**config.mk**
```make
export PLATFORM = sky130hd
export DESIGN_NAME = seg7_scan_ctrl
export DESIGN_NICKNAME = d
export VERILOG_FILES = /design/src/rtl/seg7_scan_ctrl.sv
export SDC_FILE = /design/constraint.sdc
export NUM_CORES = 1
export LEC_CHECK = 0
export CAP_MARGIN = 5
export CORE_ASPECT_RATIO = 1.4
export CORE_MARGIN = 3
export CORE_UTILIZATION = 50
export CTS_CLUSTER_DIAMETER = 200
export CTS_CLUSTER_SIZE = 30
export DETAILED_ROUTE_END_ITERATION = 10
export GPL_TIMING_DRIVEN = 0
export PLACE_DENSITY = 0.84
export SETUP_SLACK_MARGIN = 0.3
export SLEW_MARGIN = 10
export SYNTH_ARGS = -nofsm -noshare
export SYNTH_HDL_FRONTEND = slang
export SYNTH_SLANG_ARGS = --single-unit
```
**constraint.sdc**
```tcl
create_clock -name clk -period 1.9 [get_ports clk]
set_input_delay 0.38 -clock clk [delete_from_list [all_inputs] [get_ports clk]]
set_output_delay 0.38 -clock clk [all_outputs]
set_load 0.05 [all_outputs]
```
**src/rtl/seg7_scan_ctrl.sv**
```systemverilog
// seg7_scan_ctrl
//   Time-multiplexed scan controller for a 4-digit common-anode 7-segment
//   display. One hex-to-segment decoder is shared by all four digits, and a
//   single active-low anode is rotated across them. Values arrive over a
//   valid/ready port into a pending buffer. That buffer is copied to the
//   display register only at a frame boundary, so a frame never shows a mix
//   of old and new digits.
//   Also provides leading-zero suppression, per-digit decimal points and a
//   blank interval at the start of each slot to stop ghosting.
//
// Ports
//   clk         system clock
//   rst_n       asynchronous reset, active-low
//   en          scan enable (0 = hold scan position, display blanked)
//   lz_en       suppress leading zero digits
//   dp_mask     dp_mask[k] lights the decimal point of digit k (live)
//   load_data   value to show; nibble k -> digit k (digit0 = rightmost)
//   load_valid  load request
//   load_ready  load accepted when load_valid & load_ready at clk edge
//   an          anode enables, active-low, an[k] = digit k
//   seg         segments {g,f,e,d,c,b,a}, active-low
//   dp          decimal point, active-low
//   digit_idx   digit slot currently being scanned
//   frame_tick  1-cycle pulse in the last cycle of each 4-digit frame

module seg7_scan_ctrl #(
   parameter int REFRESH_DIV  = 100000,
   parameter int BLANK_CYCLES = 1000,
   parameter int DIV_W        = 17
) (
   input  logic        clk,
   input  logic        rst_n,
   input  logic        en,
   input  logic        lz_en,
   input  logic [3:0]  dp_mask,
   input  logic [15:0] load_data,
   input  logic        load_valid,
   output logic        load_ready,
   output logic [3:0]  an,
   output logic [6:0]  seg,
   output logic        dp,
   output logic [1:0]  digit_idx,
   output logic        frame_tick
);

   localparam logic [DIV_W-1:0] CNT_LAST  = DIV_W'(REFRESH_DIV - 1);
   localparam logic [DIV_W-1:0] CNT_BLANK = DIV_W'(BLANK_CYCLES);

   // Active-low gfedcba decode.
   function automatic logic [6:0] hex_enc(input logic [3:0] n);
      logic [6:0] s;
      case (n)
         4'h0: s = 7'b1000000;
         4'h1: s = 7'b1111001;
         4'h2: s = 7'b0100100;
         4'h3: s = 7'b0110000;
         4'h4: s = 7'b0011001;
         4'h5: s = 7'b0010010;
         4'h6: s = 7'b0000010;
         4'h7: s = 7'b1111000;
         4'h8: s = 7'b0000000;
         4'h9: s = 7'b0010000;
         4'hA: s = 7'b0001000;
         4'hB: s = 7'b0000011;
         4'hC: s = 7'b1000110;
         4'hD: s = 7'b0100001;
         4'hE: s = 7'b0000110;
         default: s = 7'b0001110;
      endcase
      return s;
   endfunction

   // A digit is a leading zero when it and every more significant nibble
   // are zero. Digit0 always shows, so an all-zero value reads "0".
   function automatic logic lead_zero(input logic [15:0] v, input logic [1:0] k);
      logic z;
      case (k)
         2'd1:    z = (v[15:4] == 12'h000);
         2'd2:    z = (v[15:8] == 8'h00);
         2'd3:    z = (v[15:12] == 4'h0);
         default: z = 1'b0;
      endcase
      return z;
   endfunction

   logic [DIV_W-1:0] cnt_p0;
   logic [1:0]       idx_p0;
   logic [15:0]      disp;
   logic [15:0]      pend;
   logic             pend_full;
   logic             slot_end;
   logic             load_acc;
   logic [3:0]       nib_p0;
   logic             blank_p0;
   logic [3:0]       an_p1;
   logic [6:0]       seg_p1;
   logic             dp_p1;

   // ---- stage p0: slot counter, digit index, double buffer ----
   assign slot_end   = (cnt_p0 == CNT_LAST);
   assign frame_tick = en & slot_end & (idx_p0 == 2'd3);
   assign load_ready = ~pend_full;
   assign load_acc   = load_valid & ~pend_full;
   assign digit_idx  = idx_p0;

   always_ff @(posedge clk or negedge rst_n) begin
      if (!rst_n) begin
         cnt_p0 <= '0;
         idx_p0 <= 2'd0;
      end else if (en) begin
         if (slot_end) begin
            cnt_p0 <= '0;
            idx_p0 <= idx_p0 + 2'd1;
         end else begin
            cnt_p0 <= cnt_p0 + DIV_W'(1);
         end
      end
   end

   // Transfer and accept are mutually exclusive: accept needs pending empty,
   // transfer needs it full.
   always_ff @(posedge clk or negedge rst_n) begin
      if (!rst_n) begin
         disp      <= 16'h0000;
         pend      <= 16'h0000;
         pend_full <= 1'b0;
      end else if (frame_tick && pend_full) begin
         disp      <= pend;
         pend_full <= 1'b0;
      end else if (load_acc) begin
         pend      <= load_data;
         pend_full <= 1'b1;
      end
   end

   assign nib_p0   = disp[{idx_p0, 2'b00} +: 4];
   assign blank_p0 = !en || (cnt_p0 < CNT_BLANK) || (lz_en && lead_zero(disp, idx_p0));

   // ---- stage p1: registered drive to the display pins ----
   always_ff @(posedge clk or negedge rst_n) begin
      if (!rst_n) begin
         an_p1  <= 4'b1111;
         seg_p1 <= 7'b1111111;
         dp_p1  <= 1'b1;
      end else if (blank_p0) begin
         an_p1  <= 4'b1111;
         seg_p1 <= 7'b1111111;
         dp_p1  <= 1'b1;
      end else begin
         an_p1  <= ~(4'b0001 << idx_p0);
         seg_p1 <= hex_enc(nib_p0);
         dp_p1  <= ~dp_mask[idx_p0];
      end
   end

   assign an  = an_p1;
   assign seg = seg_p1;
   assign dp  = dp_p1;

endmodule

```
# Word level (Yosys, flattened, before mapping)
# Memories as Yosys holds them, arrays and structs flattened.
# Cells that the tools add are included.
# totals
ff_bits,64
mem_bits_ro,112
input_bits,25
out_inout_bits,16
elab_cells,46
mem_count,1
# memory_table
name,words,width,read_ports,rd_ports_with_merged_regs,wr,line_no,rtl
(no name shown),16,7,1,0,0,52,case (n)
# classes
add_sub_neg,2
order_cmp,2
eq_ne,4
n_shift,2
mux,9
bitwise,7
reduce_logical,11
# ops
cell,n
adder 17 x 1 -> 17 bit (second input constant),1
== test 17 bit (second input constant),1
less-than comparator 17 x 10 -> 1 bit (second input constant),1
2-to-1 mux 17 bit,1
variable part select 16 x 5 -> 4 bit,1
zero test 12 bit,1
zero test 8 bit,1
2-to-1 mux 7 bit,1
== test 2 bit (second input constant),2
zero test 4 bit,1
2-to-1 mux 1 bit,4
2-to-1 mux 4 bit,1
NOT 4 bit,1
AND reduction 2 bit,2
<< shifter 1 x 2 -> 4 bit (first input constant),1
AND 1 bit,3
less-than comparator 2 x 3 -> 1 bit (second input constant),1
NOT 1 bit,3
one-hot mux 1 bit (3 select lines),1
adder 2 x 1 -> 2 bit (second input constant),1
binary-select mux 1 bit (select 2 bit),1
== test 2 x 1 -> 1 bit (second input constant),1
logical AND 1 bit,2
logical OR 1 bit,2
2 further kinds,2

# Depth between registers and ports, before layout
# Gate-level depths: netlist of run 1.
# depth
depth_word,6
depth_mapped,9
depth_no_buf,7

# Worst setup path before layout of run 1
# OpenSTA, ideal clock, no wires.
# synth_timing
kind,register to register
start,register idx_p0[1] (netlist: digit_idx[1])
end,register seg_p1[0] (netlist: seg[0])
setup_time_ps,91
arrival_ps,2386
required_time_ps,1809
setup_slack_ps,-577
path_stages_with_launch,10
n_path_buf,2
period_less_slack_ps,2477
cell_sequence,dfrtp_1 buf_2 buf_1 mux4_2 inv_1 ha_1 nor2_1 o211ai_1 o31ai_1 o31ai_1
# synth_via
elab_chain_cells,5
elab_cells_between_ends,9
cone_classes,3 x eq/ne; 1 x shift; 2 x mux; 2 x reduce/logical; 1 x memory
# synth_rtl
element,line_no,rtl
from (decl),87,logic [1:0] idx_p0;
from (signal assigned),113,idx_p0 <= idx_p0 + 2'd1;
"parallel branches: the longest is 4 deep, another holds memory read (16 x 7 bit)",n/a,
2-to-1 mux 7 bit (*),145,end else if (blank_p0) begin
to (signal assigned),151,seg_p1 <= hex_enc(nib_p0);
to (decl),96,logic [6:0] seg_p1;
# Every way passes the cells marked *.
# A chain may end at the register's enable or synchronous reset.

# Worst setup path after layout of run 1
# layout_timing
start,register cnt_p0[13]
end,output frame_tick
# layout_via
elab_chain_cells,3
# layout_rtl
element,line_no,rtl
from (decl),86,logic [DIV_W-1:0] cnt_p0;
from (signal assigned),115,cnt_p0 <= cnt_p0 + DIV_W'(1);
== test 17 bit,100,assign slot_end = (cnt_p0 == CNT_LAST);
AND 1 bit (2 in series),101,assign frame_tick = en & slot_end & (idx_p0 == 2'd3);
to (decl),43,output logic frame_tick
# Every way passes these cells.

==> summary.txt, run 1 <==
Drt
  • DR pass1 iterations: 4
  • Via density: ~5.9
  • Routed Antenna Nets: 0
  • Wire per inst: about 20 um
  • DR DRC count: 0
  • Initial DRC count: roughly 230
  • DRT Wirelength: 8.24 mm
  • Via Count: 2462

GRT
  • Initial antenna violation count: 0
  • Tot GR Track Use: 0.222
  • Grt ovf: 0
  • Vias in the first global route: 2539
  • First-pass GRT wire length: between 10 and 15 mm
  • Largest net degree at the start of global routing: 65

Synthesis
  • Synthesized area: between 0.003 and 0.004 sq mm
  • Share of the synthesized area in the top cell type: 0.408
  • Syn Inst Count: between 200 and 300
  • EDFF count, synth: 0
  • Synth cell count leaders: 52 x dfrtp_1, 27 x mux2_2, 17 x nor2_1
  • Yosys cell types: 48
  • Sequential-to-total area share from yosys stat: 0.507
  • Synth Flop Type: dfrtp_1
  • Ys Warns: 0
  • Post-synth top area cell: dfrtp_1
  • Top cells by area, synth: dfrtp_1 41%, dfstp_2 9.9%, mux2_2 9.5%
  • Count leader, synth: dfrtp_1
  • Synthesized flop and latch total: 64
  • Mapped Nets: 290
  • Ys async rst share: 1.00
  • Avg Cell Area, Syn: 12.6 sq um

Power and ir drop
  • Power Dens Cells: 679 mW/mm^2
  • Static Leak: 1.93 nW
  • Peak supply drop: 0.438 mV

Floorplanning
  • # rows: 33
  • Die width: 73.5 um
  • Core box area: 0.00603 sq mm
  • Initial cell density of the core: 0.529
  • Die area: 0.00739 sq mm
  • Die Y: 101 um
  • Io pins: 41

Timing
  • Final setup fails: 24
  • Hold WS: 0.109 ns
  • Clock Skew: 0.0115 ns
  • Final cycle utilization of the critical path: 1.09
  • Period minus WS final: 2.07 ns
  • Worst Setup Slack, final: -0.174 ns
  • Slew HR: 0.483
  • Max Clk Rate: between 400 and 500 MHz
  • Final Hold Fails: 0
  • Unrepaired setup endpoints after global routing: yes
  • Slew Limit Fails: 0
  • Worst-Margin Slew: 0.776 ns

Critical path
  • Worst r2r src: cnt_p0[13]$_DFFE_PN0P_
  • Worst Setup Start Kind: flop
  • Cells on worst reg2reg path: 8
  • Data arrival, critical path: 1.69 ns
  • Worst Path Required: 1.52 ns
  • Crit-path max FO: 3
  • CP cell instances: nor4_4 -> nand3_4 -> nor2_4 -> and2_4 -> buf_8
  • Setup CP Type: reg2out
  • Flop-to-flop setup slack: -0.17 ns
  • Crit path max-delay cell type: dfrtp_2
  • Worst path max stage delay: approximately 0.44 ns
  • RR Endpoint: disp[0]$_DFFE_PN0P_
  • Crit end category: output port

Clock tree
  • H-tree depth: 3
  • Hold Buf Count CTS: 0
  • CTS Buf Count: 9
  • CTS tree: done
  • Longest Clk Path Bufs: 2
  • Worst skew pair latency: 0.35 ns
  • Clock transition at path regs: 0.07 ns
  • Clock Sinks: 64
  • CTS root buffer: clkbuf_8

Outcome
  • Outcome: finished, violations left
  • Violated checks: setup timing

Final layout
  • Layout cell share with drive strength beyond 1: 0.520
  • Fillers: between 300 and 400
  • Finished Layout Cells: between 400 and 500
  • Fin area: 0.00452 sq mm
  • ANT cells: 0
  • Layout area overhead: 41.8%
  • NumNets Final: 383

Place
  • Detailed placer's ending HPWL: 4.43 mm
  • Routability cong.: 0.828
  • Area after DPL: around 0.0037 sq mm
  • Buffers on Ports: 40
  • Placed Instances: 363

Worst hold path
  • Hold WC Path Type: in2async

Run
  • Max-capacitance violation count: 0
[worst max-delay path by stage]
stage,startpoint,end,slack [ns],cells past startpoint
floorplan,digit_idx[0]$_DFFE_PN0P_,seg[0]$_DFF_PN1_,-0.22,6
global placement,rst_n,digit_idx[0]$_DFFE_PN0P_,-1.70,1
detailed placement,en,frame_tick,-0.80,5
CTS,cnt_p0[12]$_DFFE_PN0P_,frame_tick,-0.16,5
global route,cnt_p0[13]$_DFFE_PN0P_,frame_tick,-0.24,5
finish,cnt_p0[13]$_DFFE_PN0P_,frame_tick,-0.17,5
[repair_timing]
item	in CTS	in global routing
cloned	1	1
setup buffers	29	11
gates resized for setup	115	54
setup endpoints to repair	65	62
pin swaps	16	15
[final cells by class]
type	count	area, sq um	area share
plain buffers	9	110	0.0243
clock buffers	11	151	0.0335
clock inverters	4	43.8	0.00968
inverters	11	47.5	0.0105
multi-input cells	169	1710	0.379
flip-flops and latches	64	1630	0.360
well taps	70	87.6	0.0194
repair buffers	82	741	0.164
[through the flow]
| step | setup TNS [ns] | utilization | total power [mW] | setup WS (ns) |
|---|---|---|---|---|
| floorplan | -0.736 | - | 1.71 | -0.216 |
| global placement | -96.91 | 0.620 | 1.82 | -1.70 |
| detailed placement | -10.74 | 0.619 | 1.84 | -0.798 |
| CTS | -1.30 | 0.720 | 3.02 | -0.159 |
| global route | -4.59 | 0.750 | 3.21 | -0.237 |
| finish | -3.21 | 0.750 | 3.07 | -0.174 |
[critical path, delay by kind of cell, from the launching register on]
family,cells,cell delay [ns]
buffers and inverters,1,0.14
and+or+nand+nor,4,0.77
DFF,1,0.44
[flip-flops by register name, summed over array words and instances (netlist names)]
name / cells
cnt_p0: 17
disp: 16
pend: 16
seg: 7
an: 4
digit_idx: 2
dp: 1
pend_full: 1
[cell families after synthesis]
group           synth area share
compound gates            0.0573
mux                        0.194
flops                      0.507
fa+ha+maj                 0.0471
xor+xnor                  0.0412
simple gates               0.120
buf+inv                   0.0330
[report_power, final]
group          leakage (nW)  switching, mW  internal, mW
Combinational          1.03          0.163         0.163
Clock                 0.103          0.507         0.661
Sequential            0.796          0.111          1.47
[placed cells by master, fill, tap and decap left out, types with 5 or more instances in the layout]
cell	netlist	final
dfrtp_1	52	44
mux2_4	9	14
nand2_1	15	13
clkbuf_8	0	11
mux2_2	27	22
xnor2_1	12	12
dfrtp_2	0	8
buf_4	1	27
o211ai_1	6	6
nor2_1	17	12
dfstp_2	12	12
buf_6	1	19
inv_1	11	5
mux2i_1	9	8
ha_4	0	7
nand3_1	10	10
buf_2	2	13
clkdlybuf4s50_1	0	23
[layer usage]
layer  global-route usage  part of all wire  vias to the layer above
met5                    0                 0                        -
met1                0.260              0.38                     1248
met4                0.112             0.030                        0
li1                     -                 -                     1095
met3               0.0349             0.050                       23
met2                0.384              0.54                       96
(Power assumes the default switching activity.)
==> run 2: changes to the inputs <==
--- a/config.mk
+++ b/config.mk
@@ -5,6 +5,7 @@
 export SDC_FILE = /design/constraint.sdc
 export NUM_CORES = 1
 export LEC_CHECK = 0
+export ABC_AREA = 1
 export CAP_MARGIN = 5
 export CORE_ASPECT_RATIO = 1.4
 export CORE_MARGIN = 3
==> run 2 against run 1 <==
The run still ends with setup timing left. Clock skew shrank 0.00058 ns. Routed wire length grew 1.1%. Cell area grew 0.69%. Sequential power is essentially flat. Area after synthesis grew 5.9%. Cell count grew 34%. Fmax shrank 0.32%. Clock power grew 11%. Global-route usage shrank 0.29 points. Count of clock-buffer cells in the layout shrank 2. First-iteration DRC count grew 12%. Largest power group unchanged.
==> summary.txt, run 2 <==
Outcome
  • Outcome: finished, violations left
  • Violated checks: setup timing

Place
  • Area after DPL: roughly 0.0039 sq mm
  • Routability cong.: 0.853
  • Placed Instances: 509
  • Buffers on Ports: 40
  • Detailed placer's ending HPWL: 4.93 mm

GRT
  • Tot GR Track Use: 0.219
  • Vias in the first global route: 2960
  • Grt ovf: 0
  • Initial antenna violation count: 0
  • First-pass GRT wire length: around 13 mm
  • Largest net degree at the start of global routing: 65

Critical path
  • Crit-path max FO: 2
  • Crit end category: flop
  • Data arrival, critical path: 2.33 ns
  • Setup CP Type: reg2reg
  • Worst Path Required: 2.15 ns
  • Worst Setup Start Kind: flop

Timing
  • Worst-Margin Slew: around 0.79 ns
  • Clock Skew: between 0.01 and 0.015 ns
  • Slew HR: 0.471
  • Final cycle utilization of the critical path: 1.10
  • Max Clk Rate: 481 MHz
  • Unrepaired setup endpoints after global routing: yes
  • Final setup fails: 13
  • Worst Setup Slack, final: -0.181 ns
  • Hold WS: 0.0976 ns
  • Final Hold Fails: 0
  • Period minus WS final: 2.08 ns
  • Slew Limit Fails: 0

Synthesis
  • Synthesized area: 0.00338 sq mm
  • Post-synthesis xor/xnor area fraction: 0.0104
  • Mapped Nets: between 400 and 500
  • Yosys cell types: 33
  • Adder-cell share of the synthesized area: 0.0445
  • EDFF count, synth: 0
  • Ys async rst share: 1.00
  • Compound-Gate Fraction of Synth Area: 0.0459
  • Post-synth top area cell: dfrtp_1
  • Post-Synth Simple-Gate Area: 0.293
  • Synth Flop Type: dfrtp_1
  • Avg Cell Area, Syn: between 8 and 9 sq um
  • Ys Warns: 0
  • Syn Inst Count: 397
  • Share of the synthesized area in the top cell type: 0.385
  • Mux contribution to synthesized area: 0.0534
  • Main combinational cell family by area after synthesis: simple AND/OR/NAND/NOR gates
  • Top cells by area, synth: dfrtp_1 39%, nand2_1 14%, dfstp_2 9.3%
  • Synth cell count leaders: 130 x nand2_1, 52 x dfrtp_1, 33 x nor2_1
  • Sequential-to-total area share from yosys stat: 0.479
  • Synthesized flop and latch total: between 60 and 70
  • Count leader, synth: nand2_1

Floorplanning
  • # rows: 34
  • Io pins: a little over 40
  • Die Y: 103 um
  • Die width: about 75 um
  • Initial cell density of the core: 0.529
  • Core box area: 0.00638 sq mm
  • Die area: roughly 0.0078 sq mm

Clock tree
  • Clock Sinks: 64
  • H-tree depth: 3
  • CTS root buffer: clkbuf_8
  • Longest Clk Path Bufs: 2
  • Clock transition at path regs: 0.08 ns
  • CTS Buf Count: 9
  • Worst skew pair latency: 0.35 ns
  • CTS tree: done

Drt
  • Wire per inst: around 15 um
  • DR pass1 iterations: 4
  • Via density: 5.39
  • Initial DRC count: 251
  • DRT Wirelength: 8.33 mm
  • Routed Antenna Nets: 0
  • DR DRC count: 0
  • Via Count: 3042

Power and ir drop
  • Sequential share of power: 0.446
  • Clock power frac: 0.376
  • Power Dens Cells: ~760 mW/mm^2
  • Switching part of the total: 0.290
  • Static Leak: ~2.2 nW
  • Power Internal: around 2.5 mW
  • Comb pwr share: 0.178
  • Psw: 1.00 mW
  • Peak supply drop: 0.611 mV

Final layout
  • Most common cell after layout, fill and taps aside: nand2_1
  • Fin area: 0.00455 sq mm
  • Most frequent cells in the layout: 114 x nand2_1, 48 x dfrtp_1, 33 x buf_4
  • Layout Utilization: 0.714
  • Max FFs per register: 17
  • NumNets Final: around 520
  • Layout cell share with drive strength beyond 1: 0.360
  • Reg with most FFs: cnt_p0
  • Layout area overhead: 34.8%
  • Finished Layout Cells: 564
  • ANT cells: 0
  • Largest regs: cnt_p0: 17 flops, disp: 16 flops, pend: 16 flops

Run
  • Max-capacitance violation count: 0

Worst hold path
  • Hold WC Path Type: in2async
==> run 2: repair_timing <==
item,4_1_cts,5_1_grt
buffers inserted,30,8
cloned,1,0
hold buffers,0,0
gates resized for setup,104,30
setup endpoints to repair,34,42
pin swaps,13,14
endpoints found under the hold margin,0,0
==> run 2: path summary, 6_finish.rpt <==
check,from,endpoint,slack [ns],cells after the start
worst max-delay path,cnt_p0[13]$_DFFE_PN0P_,cnt_p0[13]$_DFFE_PN0P_,-0.18,17
worst min-delay path,rst_n,cnt_p0[5]$_DFFE_PN0P_,0.1,1
worst max register to register,cnt_p0[13]$_DFFE_PN0P_,cnt_p0[13]$_DFFE_PN0P_,-0.18,17
worst min register to register,disp[3]$_DFFE_PN0P_,disp[3]$_DFFE_PN0P_,0.49,2
max in group asynchronous,rst_n,digit_idx[0]$_DFFE_PN0P_,1.23,1
min in group clk,disp[3]$_DFFE_PN0P_,disp[3]$_DFFE_PN0P_,0.49,2
==> run 2: layout make-up <==
| type | count | area [sq um] |
|---|---|---|
| inverter | 38 | 150 |
| clock inverter | 7 | 96.3 |
| multi-input combinational | 282 | 1670 |
| timing repair buffer | 79 | 673 |
| sequential | 64 | 1620 |
| buffer | 13 | 125 |
| clock buffer | 9 | 124 |
| tap | 72 | 90.1 |
| fill | 443 | 1830 |
==> run 2: cells by family (layout without fill, tap and decap cells) <==
family                   count (synthesis)  after routing
AND/OR/NAND/NOR                        222            222
flip-flops                              64             64
buffers and inverters                   51            146
AO/OA/AOI/OAI                           28             28
multiplexers                            16             16
adder cells (fa/ha/maj)                 12             12
XOR/XNOR                                 4              4
==> run 2: layer usage <==
metal | track usage | wire (um) | part of all wire
met1 | 0.230 | 3120 | 0.37
met2 | 0.382 | 4360 | 0.52
met3 | 0.0580 | 409 | 0.049
met4 | 0.129 | 449 | 0.054
met5 | 0 | 0 | 0
==> run 2: critical path, cell delays in order (launching register included) <==
cell and delay (ns):
dfrtp_1 0.40, nor2_2 0.16, buf_4 0.14, buf_6 0.08, buf_6 0.08, buf_6 0.08, buf_6 0.08, buf_6 0.08
buf_6 0.08, buf_6 0.08, buf_6 0.09, nand2_4 0.04, nor2_4 0.12, nand2_2 0.09, nor2_4 0.12, nand2_2 0.10
o21ai_2 0.09, nor2_1 0.06
==> run 2: power by group through the flow <==
stage	Clock [mW]	Combinational [mW]	Sequential, mW
2_1_floorplan	0	0.282	1.63
6_report	1.30	0.618	1.55
4_1_cts	1.31	0.577	1.54
3_5_place_dp	0	0.525	1.58
5_1_grt	1.36	0.678	1.56
3_3_place_gp	0	0.509	1.57
==> run 2: per-stage QoR <==
stage,setup WS (ns),power (mW),setup TNS (ns)
4_1_cts,-0.154,3.43,-0.586
6_report,-0.181,3.47,-1.48
2_1_floorplan,0.170,1.92,0
5_1_grt,-0.256,3.60,-3.06
3_5_place_dp,-0.691,2.10,-0.917
3_3_place_gp,-1.70,2.08,-87.76
==> run 3: changes to the inputs <==
--- a/config.mk
+++ b/config.mk
@@ -14,7 +14,7 @@
 export CTS_CLUSTER_SIZE = 30
 export DETAILED_ROUTE_END_ITERATION = 10
 export GPL_TIMING_DRIVEN = 0
-export PLACE_DENSITY = 0.84
+export PLACE_DENSITY = 0.76
 export SETUP_SLACK_MARGIN = 0.3
 export SLEW_MARGIN = 10
 export SYNTH_ARGS = -nofsm -noshare
==> run 3 against run 2 <==
The run still ends with setup timing left. Cell count is 1.6% higher. Utilization grew 7.5 points. Clock power barely moved. Clock skew hardly changed. Global-route usage up 0.55 points. Critical path depth shrank 10. Register-to-register slack better by 0.18 ns.
==> summary.txt, run 3 (same netlist as run 2, synthesis figures left out) <==
Outcome
  • Outcome: finished, violations left
  • Violated checks: setup timing

Final layout
  • Largest regs: cnt_p0: 17 flops, disp: 16 flops, pend: 16 flops
  • ANT cells: 0
  • Most common cell after layout, fill and taps aside: nand2_1
  • Fillers: roughly 370
  • Reg with most FFs: cnt_p0
  • Most frequent cells in the layout: 94 x nand2_1, 49 x dfrtp_1, 35 x buf_4
  • Layout cell share with drive strength beyond 1: 0.441
  • Max FFs per register: 17
  • Finished Layout Cells: 573
  • Layout area overhead: 49.0%
  • NumNets Final: 533

Run
  • Max-capacitance violation count: 0

Timing
  • Worst Setup Slack, final: -0.150 ns
  • Slew HR: 0.475
  • Clock Skew: between 0.01 and 0.015 ns
  • Final Hold Fails: 0
  • Slew Limit Fails: 0
  • Worst-Margin Slew: 0.787 ns
  • Unrepaired setup endpoints after global routing: yes
  • Final setup fails: 1
  • Period minus WS final: 2.05 ns
  • Max Clk Rate: around 490 MHz
  • Final cycle utilization of the critical path: 1.08

Floorplanning
  • Die Y: 103 um
  • Initial cell density of the core: 0.529
  • Core box area: 0.00638 sq mm
  • # rows: 34
  • Die area: between 0.007 and 0.008 sq mm
  • Io pins: between 40 and 50
  • Die width: 75.5 um

Drt
  • DR pass1 iterations: 5
  • DRT Wirelength: 10.5 mm
  • DR DRC count: 0
  • Routed Antenna Nets: 0
  • Initial DRC count: 307
  • Via density: 5.74
  • Wire per inst: 18.3 um
  • Via Count: 3289

GRT
  • Tot GR Track Use: 0.224
  • Vias in the first global route: 2981
  • Largest net degree at the start of global routing: 65
  • Initial antenna violation count: 0
  • First-pass GRT wire length: 13.1 mm
  • Grt ovf: 0

Clock tree
  • H-tree depth: 3
  • Longest Clk Path Bufs: 2
  • CTS tree: done
  • Worst skew pair latency: 0.36 ns
  • CTS root buffer: clkbuf_8
  • Clock transition at path regs: 0.08 ns
  • CTS Buf Count: 9
  • Hold Buf Count CTS: 0
  • Clock Sinks: 64

Power and ir drop
  • Pwr Total: approximately 3.7 mW
  • Peak supply drop: roughly 0.75 mV
  • Power Dens Cells: 729 mW/mm^2
  • Switching part of the total: 0.307
  • Clock power frac: 0.359
  • Power Internal: 2.54 mW
  • Sequential share of power: 0.424
  • Psw: 1.13 mW
  • Comb pwr share: 0.218
  • Static Leak: 2.42 nW

Place
  • Pre-CTS setup slack: -0.690 ns
  • Placed Instances: 509
  • Routability cong.: 0.883
  • Detailed placer's ending HPWL: 5.04 mm
  • Buffers on Ports: 40

Critical path
  • Worst Setup Start Kind: flop
  • Setup CP Type: reg2out
  • Worst Path Required: about 1.5 ns
  • Crit end category: output port
  • Data arrival, critical path: around 1.7 ns
  • Crit-path max FO: 5

Worst hold path
  • Hold WC Path Type: in2async
==> run 3: cell count changes in the layout (fill, tap and decap cells not counted), sizes merged <==
cell / delta
buf: +7
clkbuf: +3
clkdlybuf4s18: -1
clkinv: +2
clkinvlp: -2
inv: -1
nand2: +1
==> run 3: timing repair <==
item,4_1_cts,5_1_grt
pin swaps,23,31
endpoints found under the setup margin,40,43
buffers inserted,27,15
gates resized for setup,142,88
cloned,4,2
==> run 3: power by group through the flow <==
stage	logic [mW]	clock network [mW]	registers (mW)
CTS	0.610	1.30	1.54
floorplan	0.282	0	1.63
global route	0.849	1.37	1.56
finish	0.799	1.32	1.55
global placement	0.512	0	1.57
detailed placement	0.523	0	1.57
==> run 3: layer usage <==
layer,GRT usage,routed length (um),vias up
met4,0.125,733,0
met3,0.0397,613,62
met2,0.418,5510,172
met1,0.228,3630,1580
met5,0,0,-
li1,-,-,1475
==> run 3: final timing paths <==
| check | start | end | slack, ns | cells past startpoint |
|---|---|---|---|---|
| max | cnt_p0[9]$_DFFE_PN0P_ | frame_tick | -0.15 | 7 |
| min | rst_n | cnt_p0[4]$_DFFE_PN0P_ | 0.09 | 1 |
| max reg2reg | digit_idx[0]$_DFFE_PN0P_ | seg[0]$_DFF_PN1_ | 0 | 15 |
| min reg2reg | pend[10]$_DFFE_PN0P_ | pend[10]$_DFFE_PN0P_ | 0.51 | 1 |
| max in group asynchronous | rst_n | digit_idx[1]$_DFFE_PN0P_ | 1.25 | 1 |
| min in group clk | pend[10]$_DFFE_PN0P_ | pend[10]$_DFFE_PN0P_ | 0.51 | 1 |
==> run 3: cell type report <==
class	instances	area, sq um	share of cell area
timing repair buffer	87	774	0.154
tap	72	90.1	0.0179
sequential	64	1620	0.322
clock buffer	10	128	0.0254
clock inverter	6	93.8	0.0186
multi-input combinational	283	2010	0.399
inverter	38	183	0.0363
buffer	13	134	0.0266
==> run 3: critical path, cell delays in order, from the launching register on <==
cell      delay (ns)
dfrtp_1         0.48
nand2_2         0.12
clkinv_2        0.11
nand4_2         0.12
nor2_4          0.17
nand2_4         0.08
nor2_4          0.09
buf_8           0.15
==> run 3: through the flow <==
| stage | hold WS (ns) | utilization | TNS (ns) | area (sq um) |
|---|---|---|---|---|
| floorplan | 0.0844 | - | 0 | 3450 |
| global placement | 0.464 | 0.618 | -89.56 | 3950 |
| detailed placement | 0.472 | 0.618 | -0.891 | 3940 |
| CTS | 0.127 | 0.715 | -0.134 | 4560 |
| global route | 0.157 | 0.789 | -0.569 | 5030 |
| finish | 0.0920 | 0.789 | -0.150 | 5030 |
